$ cat src/rtl/mult_div_unit.sv
// ============================================================================
// mult_div_unit : iterative MIPS-style HI/LO multiply/divide unit.
// Shift-add multiply and restoring divide on magnitudes, one bit per cycle.
// Optional divider datapath is enabled by defining macro MDU_DIV_EN.
// Revision: 1.0 - initial release
// ============================================================================
`default_nettype none

module mult_div_unit #(
  parameter int DATA_WIDTH = 32
) (
  input  logic                  clk,
  input  logic                  rst,
  input  logic                  start,
  input  logic [2:0]            op,
  input  logic [DATA_WIDTH-1:0] src_a,
  input  logic [DATA_WIDTH-1:0] src_b,
  output logic                  busy,
  output logic                  done,
  output logic [DATA_WIDTH-1:0] hi,
  output logic [DATA_WIDTH-1:0] lo,
  output logic                  div_by_zero
);

  localparam int W  = DATA_WIDTH;
  localparam int CW = $clog2(DATA_WIDTH);
  localparam logic [CW-1:0] C_LAST_ITER = CW'(DATA_WIDTH - 1);

  typedef enum logic [1:0] {
    S_IDLE = 2'd0,
    S_RUN  = 2'd1,
    S_FIX  = 2'd2
  } state_t;

  state_t          state_q;
  logic [CW-1:0]   cnt_q;
  logic [2*W-1:0]  p_q, p_d;
  logic [W-1:0]    m_q;
  logic            neg_q;
  logic            busy_q, done_q, dbz_q;
  logic [W-1:0]    hi_q, lo_q;

  logic            w_signed, w_a_neg, w_b_neg, w_go;
  logic [W-1:0]    w_a_mag, w_b_mag;
  logic [W:0]      w_sum;
  logic [2*W-1:0]  w_prod;

  assign w_signed = ~op[0];
  assign w_a_neg  = w_signed & src_a[W-1];
  assign w_b_neg  = w_signed & src_b[W-1];
  assign w_a_mag  = w_a_neg ? -src_a : src_a;
  assign w_b_mag  = w_b_neg ? -src_b : src_b;
`ifdef MDU_DIV_EN
  assign w_go     = (op[2] == 1'b0);
`else
  assign w_go     = (op[2:1] == 2'b00);
`endif

  // Multiply: p holds {partial product, remaining multiplier bits}.
  assign w_sum  = {1'b0, p_q[2*W-1:W]} + (p_q[0] ? {1'b0, m_q} : {(W+1){1'b0}});
  assign w_prod = neg_q ? -p_q : p_q;

`ifdef MDU_DIV_EN
  logic            is_div_q, rneg_q, bzero_q;
  logic [W:0]      w_rsh, w_diff;
  logic [W-1:0]    w_quo, w_rem;

  // Divide: p holds {partial remainder, dividend bits shifting into quotient}.
  assign w_rsh  = {p_q[2*W-1:W], p_q[W-1]};
  assign w_diff = w_rsh - {1'b0, m_q};
  assign w_quo  = neg_q  ? -p_q[W-1:0]   : p_q[W-1:0];
  assign w_rem  = rneg_q ? -p_q[2*W-1:W] : p_q[2*W-1:W];

  always_comb begin
    p_d = {w_sum, p_q[W-1:1]};
    if (is_div_q) begin
      if (w_diff[W]) p_d = {w_rsh[W-1:0], p_q[W-2:0], 1'b0};
      else           p_d = {w_diff[W-1:0], p_q[W-2:0], 1'b1};
    end
  end
`else
  always_comb begin
    p_d = {w_sum, p_q[W-1:1]};
  end
`endif

  always_ff @(posedge clk or posedge rst) begin
    if (rst) begin
      state_q <= S_IDLE;
      cnt_q   <= '0;
      p_q     <= '0;
      m_q     <= '0;
      neg_q   <= 1'b0;
      busy_q  <= 1'b0;
      done_q  <= 1'b0;
      dbz_q   <= 1'b0;
      hi_q    <= '0;
      lo_q    <= '0;
`ifdef MDU_DIV_EN
      is_div_q <= 1'b0;
      rneg_q   <= 1'b0;
      bzero_q  <= 1'b0;
`endif
    end else begin
      done_q <= 1'b0;
      dbz_q  <= 1'b0;
      case (state_q)
        S_IDLE: begin
          if (start) begin
            if (w_go) begin
              state_q <= S_RUN;
              busy_q  <= 1'b1;
              cnt_q   <= '0;
              neg_q   <= w_a_neg ^ w_b_neg;
`ifdef MDU_DIV_EN
              is_div_q <= op[1];
              rneg_q   <= w_a_neg;
              bzero_q  <= (src_b == '0);
              if (op[1]) begin
                m_q <= w_b_mag;
                p_q <= {{W{1'b0}}, w_a_mag};
              end else begin
                m_q <= w_a_mag;
                p_q <= {{W{1'b0}}, w_b_mag};
              end
`else
              m_q <= w_a_mag;
              p_q <= {{W{1'b0}}, w_b_mag};
`endif
            end else if (op == 3'd4) begin
              hi_q <= src_a;
            end else if (op == 3'd5) begin
              lo_q <= src_a;
            end
          end
        end
        S_RUN: begin
          p_q   <= p_d;
          cnt_q <= cnt_q + CW'(1);
          if (cnt_q == C_LAST_ITER) state_q <= S_FIX;
        end
        S_FIX: begin
          state_q <= S_IDLE;
          busy_q  <= 1'b0;
          done_q  <= 1'b1;
`ifdef MDU_DIV_EN
          if (is_div_q) begin
            dbz_q <= bzero_q;
            // A zero divisor leaves HI/LO holding their previous contents.
            if (!bzero_q) begin
              hi_q <= w_rem;
              lo_q <= w_quo;
            end
          end else begin
            hi_q <= w_prod[2*W-1:W];
            lo_q <= w_prod[W-1:0];
          end
`else
          hi_q <= w_prod[2*W-1:W];
          lo_q <= w_prod[W-1:0];
`endif
        end
        default: state_q <= S_IDLE;
      endcase
    end
  end

  assign busy        = busy_q;
  assign done        = done_q;
  assign hi          = hi_q;
  assign lo          = lo_q;
  assign div_by_zero = dbz_q;

endmodule

`default_nettype wire

$ cat config.mk
export PLATFORM = sky130hd
export DESIGN_NAME = mult_div_unit
export DESIGN_NICKNAME = d
export VERILOG_FILES = /design/src/rtl/mult_div_unit.sv
export SDC_FILE = /design/constraint.sdc
export NUM_CORES = 1
export LEC_CHECK = 0
export CAP_MARGIN = 30
export CORE_MARGIN = 2
export CORE_UTILIZATION = 58
export DETAILED_ROUTE_END_ITERATION = 8
export GPL_ROUTABILITY_DRIVEN = 1
export GPL_TIMING_DRIVEN = 0
export PLACE_DENSITY = 0.82
export RECOVER_POWER = 25
export SLEW_MARGIN = 20
export SYNTH_ARGS = -nofsm -noshare
export SYNTH_HDL_FRONTEND = slang
export SYNTH_SLANG_ARGS = --single-unit
$ cat constraint.sdc
create_clock -name clk -period 15.25 [get_ports clk]
set_input_delay 3.05 -clock clk [delete_from_list [all_inputs] [get_ports clk]]
set_output_delay 3.05 -clock clk [all_outputs]
set_load 0.02 [all_outputs]
# Yosys cells after proc, flatten, opt, wreduce, memory -nomap -nowiden
# Cells that the tools add are included.
[op_classes]
n_addsub = 5
n_eq_ne = 12
muxes = 27
bitwise_logic = 4
reduce_logical = 10
[op_table]
columns = ["operator", "count"]
rows = [
  ["2-to-1 mux 32 bit", 10],
  ["2-to-1 mux 64 bit", 3],
  ["case mux 32 bit (2 select lines)", 2],
  ["case mux 64 bit (2 select lines)", 1],
  ["negator 32 bit", 2],
  ["negator 64 bit", 1],
  ["adder 32 x 32 -> 33 bit", 1],
  ["!= test 2 bit, second input constant", 7],
  ["AND reduction 3 bit", 4],
  ["2-to-1 mux 5 bit", 2],
  ["case mux 5 bit (2 select lines)", 1],
  ["== test 3 bit, second input constant", 2],
  ["2-to-1 mux 2 bit", 3],
  ["adder 5 x 1 -> 5 bit, second input constant", 1],
  ["== test 5 bit, second input constant", 1],
  ["AND reduction 5 bit", 1],
  ["zero test 2 bit", 2],
  ["case mux 2 bit (2 select lines)", 1],
  ["AND reduction 4 bit", 1],
  ["nonzero test 2 bit", 2],
  ["2-to-1 mux 1 bit", 3],
  ["bitwise AND 1 bit", 2],
  ["== test 2 x 1 -> 1 bit, second input constant", 1],
  ["== test 2 bit, second input constant", 1],
  ["3 further kinds", 3],
]
[word_totals]
ff_bits = 170
elab_cells = 67

# Longest topological paths before layout
[depth]
depth_word = 6
depth_mapped = 14
depth_no_buf = 12

# Worst setup path after synthesis
# OpenSTA, ideal clock, no wires.
[synth_path]
path_kind = "input to register"
start = "input port src_a[13]"
end = "register m_q[29]"
setup_time_ns = 0.133
t_arrival_ns = 5.387
path_slack_ns = 9.730
cell_stages = 8
path_buffers = 0
path_cell_list = "or4_1 -> nor4_1 -> and4b_1 -> nand2_1 -> or4_1 -> o41ai_1 -> xor2_1 -> o21ai_0"
[synth_between]
elab_chain_cells = 2
[synth_lines]
columns = ["item", "line_no", "text"]
rows = [
  ["start, declared", "16", "input logic [DATA_WIDTH-1:0] src_a,"],
  ["negator 32 bit", "51", "assign w_a_mag = w_a_neg ? -src_a : src_a;"],
  ["2-to-1 mux 32 bit", "51", ""],
  ["end signal, assigned", "127", "m_q <= w_a_mag;"],
  ["end, declared", "38", "logic [W-1:0] m_q;"],
]
# No other way between the ends.
# A chain may end at the register's enable or synchronous reset.

# Final worst setup path
# Ends and elaborated chain as after synthesis.

==> qor.txt <==
Status -> complete, but fails checks
Failing checks -> max-capacitance violations, max-slew violations
Crit path capture type -> register
Slew of the pin with the lowest slew margin -> 3604 ps
Routability cong. -> 1.021
Minimum clock period -> 6288 ps
Chip width -> 144.8 um
EDFF count, synth -> 0
Post_cts resized -> 0
Share of layout cells above drive strength 1 -> 3.754%
Initial Util -> 59.11%
Clock Power Share -> 15.4%
Core footprint -> 19,460 sq um
DRT iter0 DRCs -> 1,504
Hold Buf Count CTS -> 0
Synth async-reset ratio -> 100.0%
Leak -> 0.005553 uW
Cells after Synth -> 1,378
Chip height -> 144.8 um
TritonCTS Sinks -> 170
Clock latency on the worst-skew pair -> 450 ps
Seq pwr share -> 32.2%
Max IR drop VDD -> 108.9 uV
Hold Path Class -> reg -> reg
Synth Area in Compound Gates -> 24.73%
P_sw -> 1330 uW
Pint -> 1525 uW
RSZ-0062 raised after global routing -> false
Antenna violations before repair -> 0
Combinational share of power -> 52.4%
CTS clk-pin slew, worst paths -> 70 ps
Setup Crit Path Kind -> in -> reg
Die area -> 20,980 sq um
Max cap viols -> 1
CTS max path bufs -> 2
Clock root cell -> clkbuf_16
Most numerous cell in the Yosys netlist -> o21ai_0
Synth Cell Area -> 11,500 sq um
Final WL -> 40.04 mm
Net Sw Frac -> 46.59%
Placed Area -> 13,210 sq um
Final core occ -> 70.85%
Largest net degree at the start of global routing -> 93
First-pass GRT wire length -> 61.34 mm
Gr usage total -> 38.89%
Routed wire per std cell -> 22.12 um
Main combinational cell family by area after synthesis -> compound AO/OA/AOI/OAI gates
Via/cell ratio -> 6.486
Fin crit share -> 41.23%
DRT Pass-1 Iters -> 5
Synth area leader -> dfrtp_1
Post-Synth Adder-Cell Area -> 4.198%
Leading post-synthesis cells by cell area -> dfrtp_1 (37%), o21ai_0 (7.7%), xor2_1 (5.6%), nand2_1 (5.4%), xnor2_1 (4.3%)
Via count -> 11,740
Final Cell Area -> 13,790 sq um
XOR/XNOR Fraction of Synth Area -> 9.974%
Critical path peak fanout -> 4
TritonCTS buffer count -> 17
Area grow syn2layout -> 19.87%
Final Hold Violating Endpoints -> 0
Post-DRT Antenna Nets -> 0
Post-Synth Simple-Gate Area -> 19.19%
Synth Register Bits -> 170
Post-synthesis sequential area ratio -> 36.98%
Top cells by count, synth -> o21ai_0 (177), dfrtp_1 (170), nand2_1 (164)
CTS tree -> built
Antenna diodes -> 0
Crit start category -> input port
Setup total negative slack -> 0 ps
DR DRC count -> 0
Area share of the largest cell type after synthesis -> 36.98%
Ports -> 137
Fin nets -> 1,640
Syn avg cell area -> 8.348 sq um
Worst Hold Depth -> 1
H-tree Lvls -> 4
Yosys warning count -> 0
Setup bufs post-CTS -> 0
DP HPWL -> 30.89 mm
F_max -> 159.0 MHz
Max-slew violation count -> 79
Setup-failing EPs final -> 0
Number of buffers added on ports -> 133
PD cells -> 207.1 nW/um^2
Synth cell types -> 65
Gr ovfl total -> 0
FP Rows -> 51
Vias in the first global route -> 11,041
WP data required -> 15,560 ps
R2r worst-path depth -> 14
Portion of netlist area occupied by mux cells -> 1.055%
Clock skew -> 19.02 ps
Predominant post-synthesis flop cell -> dfrtp_1
Crit path DAT -> 6600 ps
Rel. slew slack -> -141.6%
Syn_nets -> 1,486
-- stage by stage --
stage	power [uW]	hold slack, ps	worst slack, ps	std cells
3_3_place_gp	2339	457.4	5302	1776
3_5_place_dp	2373	463.0	8699	1777
2_1_floorplan	1820	441.8	7597	1378
6_report	2856	475.1	8962	1810
5_1_grt	3037	506.0	8840	1810
4_1_cts	2816	478.9	9085	1809
-- sequential cells by signal, indices dropped and copies added (netlist names) --
register and cells:
p_q 64, hi 32, lo 32, m_q 32, cnt_q 5, state_q 2
busy 1, done 1, neg_q 1
-- cell usage in the layout (no fill, tap or decap), types with 37 or more instances in the layout --
cell / count
nand2_1: 164
a21oi_1: 84
clkbuf_1: 78
dfrtp_1: 170
clkdlybuf4s50_1: 132
ha_1: 37
nor2_1: 85
o21ai_0: 177
xnor2_1: 57
xor2_1: 74
-- worst max-delay path: stages --
cell	delay, ps
clkdlybuf4s50_1	590
or4_1	700
nor4_1	500
and4b_1	340
nand2_1	140
or4_1	550
o41ai_1	440
xor2_1	190
o21ai_0	90
-- layout make-up --
cell class	instances	area [sq um]
Sequential cell	170	4254
Fill cell	1578	5673
Clock inverter	11	112.6
Clock buffer	21	470.5
Multi-Input combinational cell	1092	6814
Inverter	30	113.9
Timing Repair Buffer	135	1364
Buffer	86	329.1
Tap cell	265	331.6
-- per-layer routing --
| layer | share of wire, % | global-route usage (%) | vias to the layer above |
|---|---|---|---|
| met5 | 0 | 0 | - |
| met4 | 4.2 | 16.81 | 0 |
| met3 | 9.3 | 7.897 | 120 |
| met2 | 45 | 59.88 | 663 |
| met1 | 42 | 53.42 | 5652 |
| li1 | - | - | 5305 |
-- power groups by stage --
stage	clock [uW]	combinational, uW	sequential [uW]
4_1_cts	438	1470	906
3_5_place_dp	0	1460	911
6_report	440	1500	920
3_3_place_gp	0	1430	906
5_1_grt	454	1650	935
2_1_floorplan	0	905	915
-- path summary, 6_finish.rpt --
| kind | to | slack (ps) | from |
|---|---|---|---|
| worst max-delay path | m_q[29]$_DFFE_PP0P_ | 8960 | src_a[13] |
| min in group asynchronous | lo[10]$_DFFE_PP0P_ | 4110 | rst |
| worst max register to register | p_q[57]$_DFFE_PP0P_ | 10890 | p_q[0]$_DFFE_PP0P_ |
| worst min register to register | lo[24]$_DFFE_PP0P_ | 480 | lo[24]$_DFFE_PP0P_ |
| max in group asynchronous | p_q[23]$_DFFE_PP0P_ | 9510 | rst |
| worst min-delay path | lo[24]$_DFFE_PP0P_ | 480 | lo[24]$_DFFE_PP0P_ |
-- cell families (layout without fill, tap and decap cells) --
family                   Yosys count  after routing
flip-flops                       170            170
other                              1              1
multiplexers                      12             12
AND/OR/NAND/NOR                  450            450
adder cells (fa/ha/maj)           38             38
AO/OA/AOI/OAI                    460            460
XOR/XNOR                         131            131
buffers and inverters            116            283
Note: power is estimated with default switching activity, not from simulation.
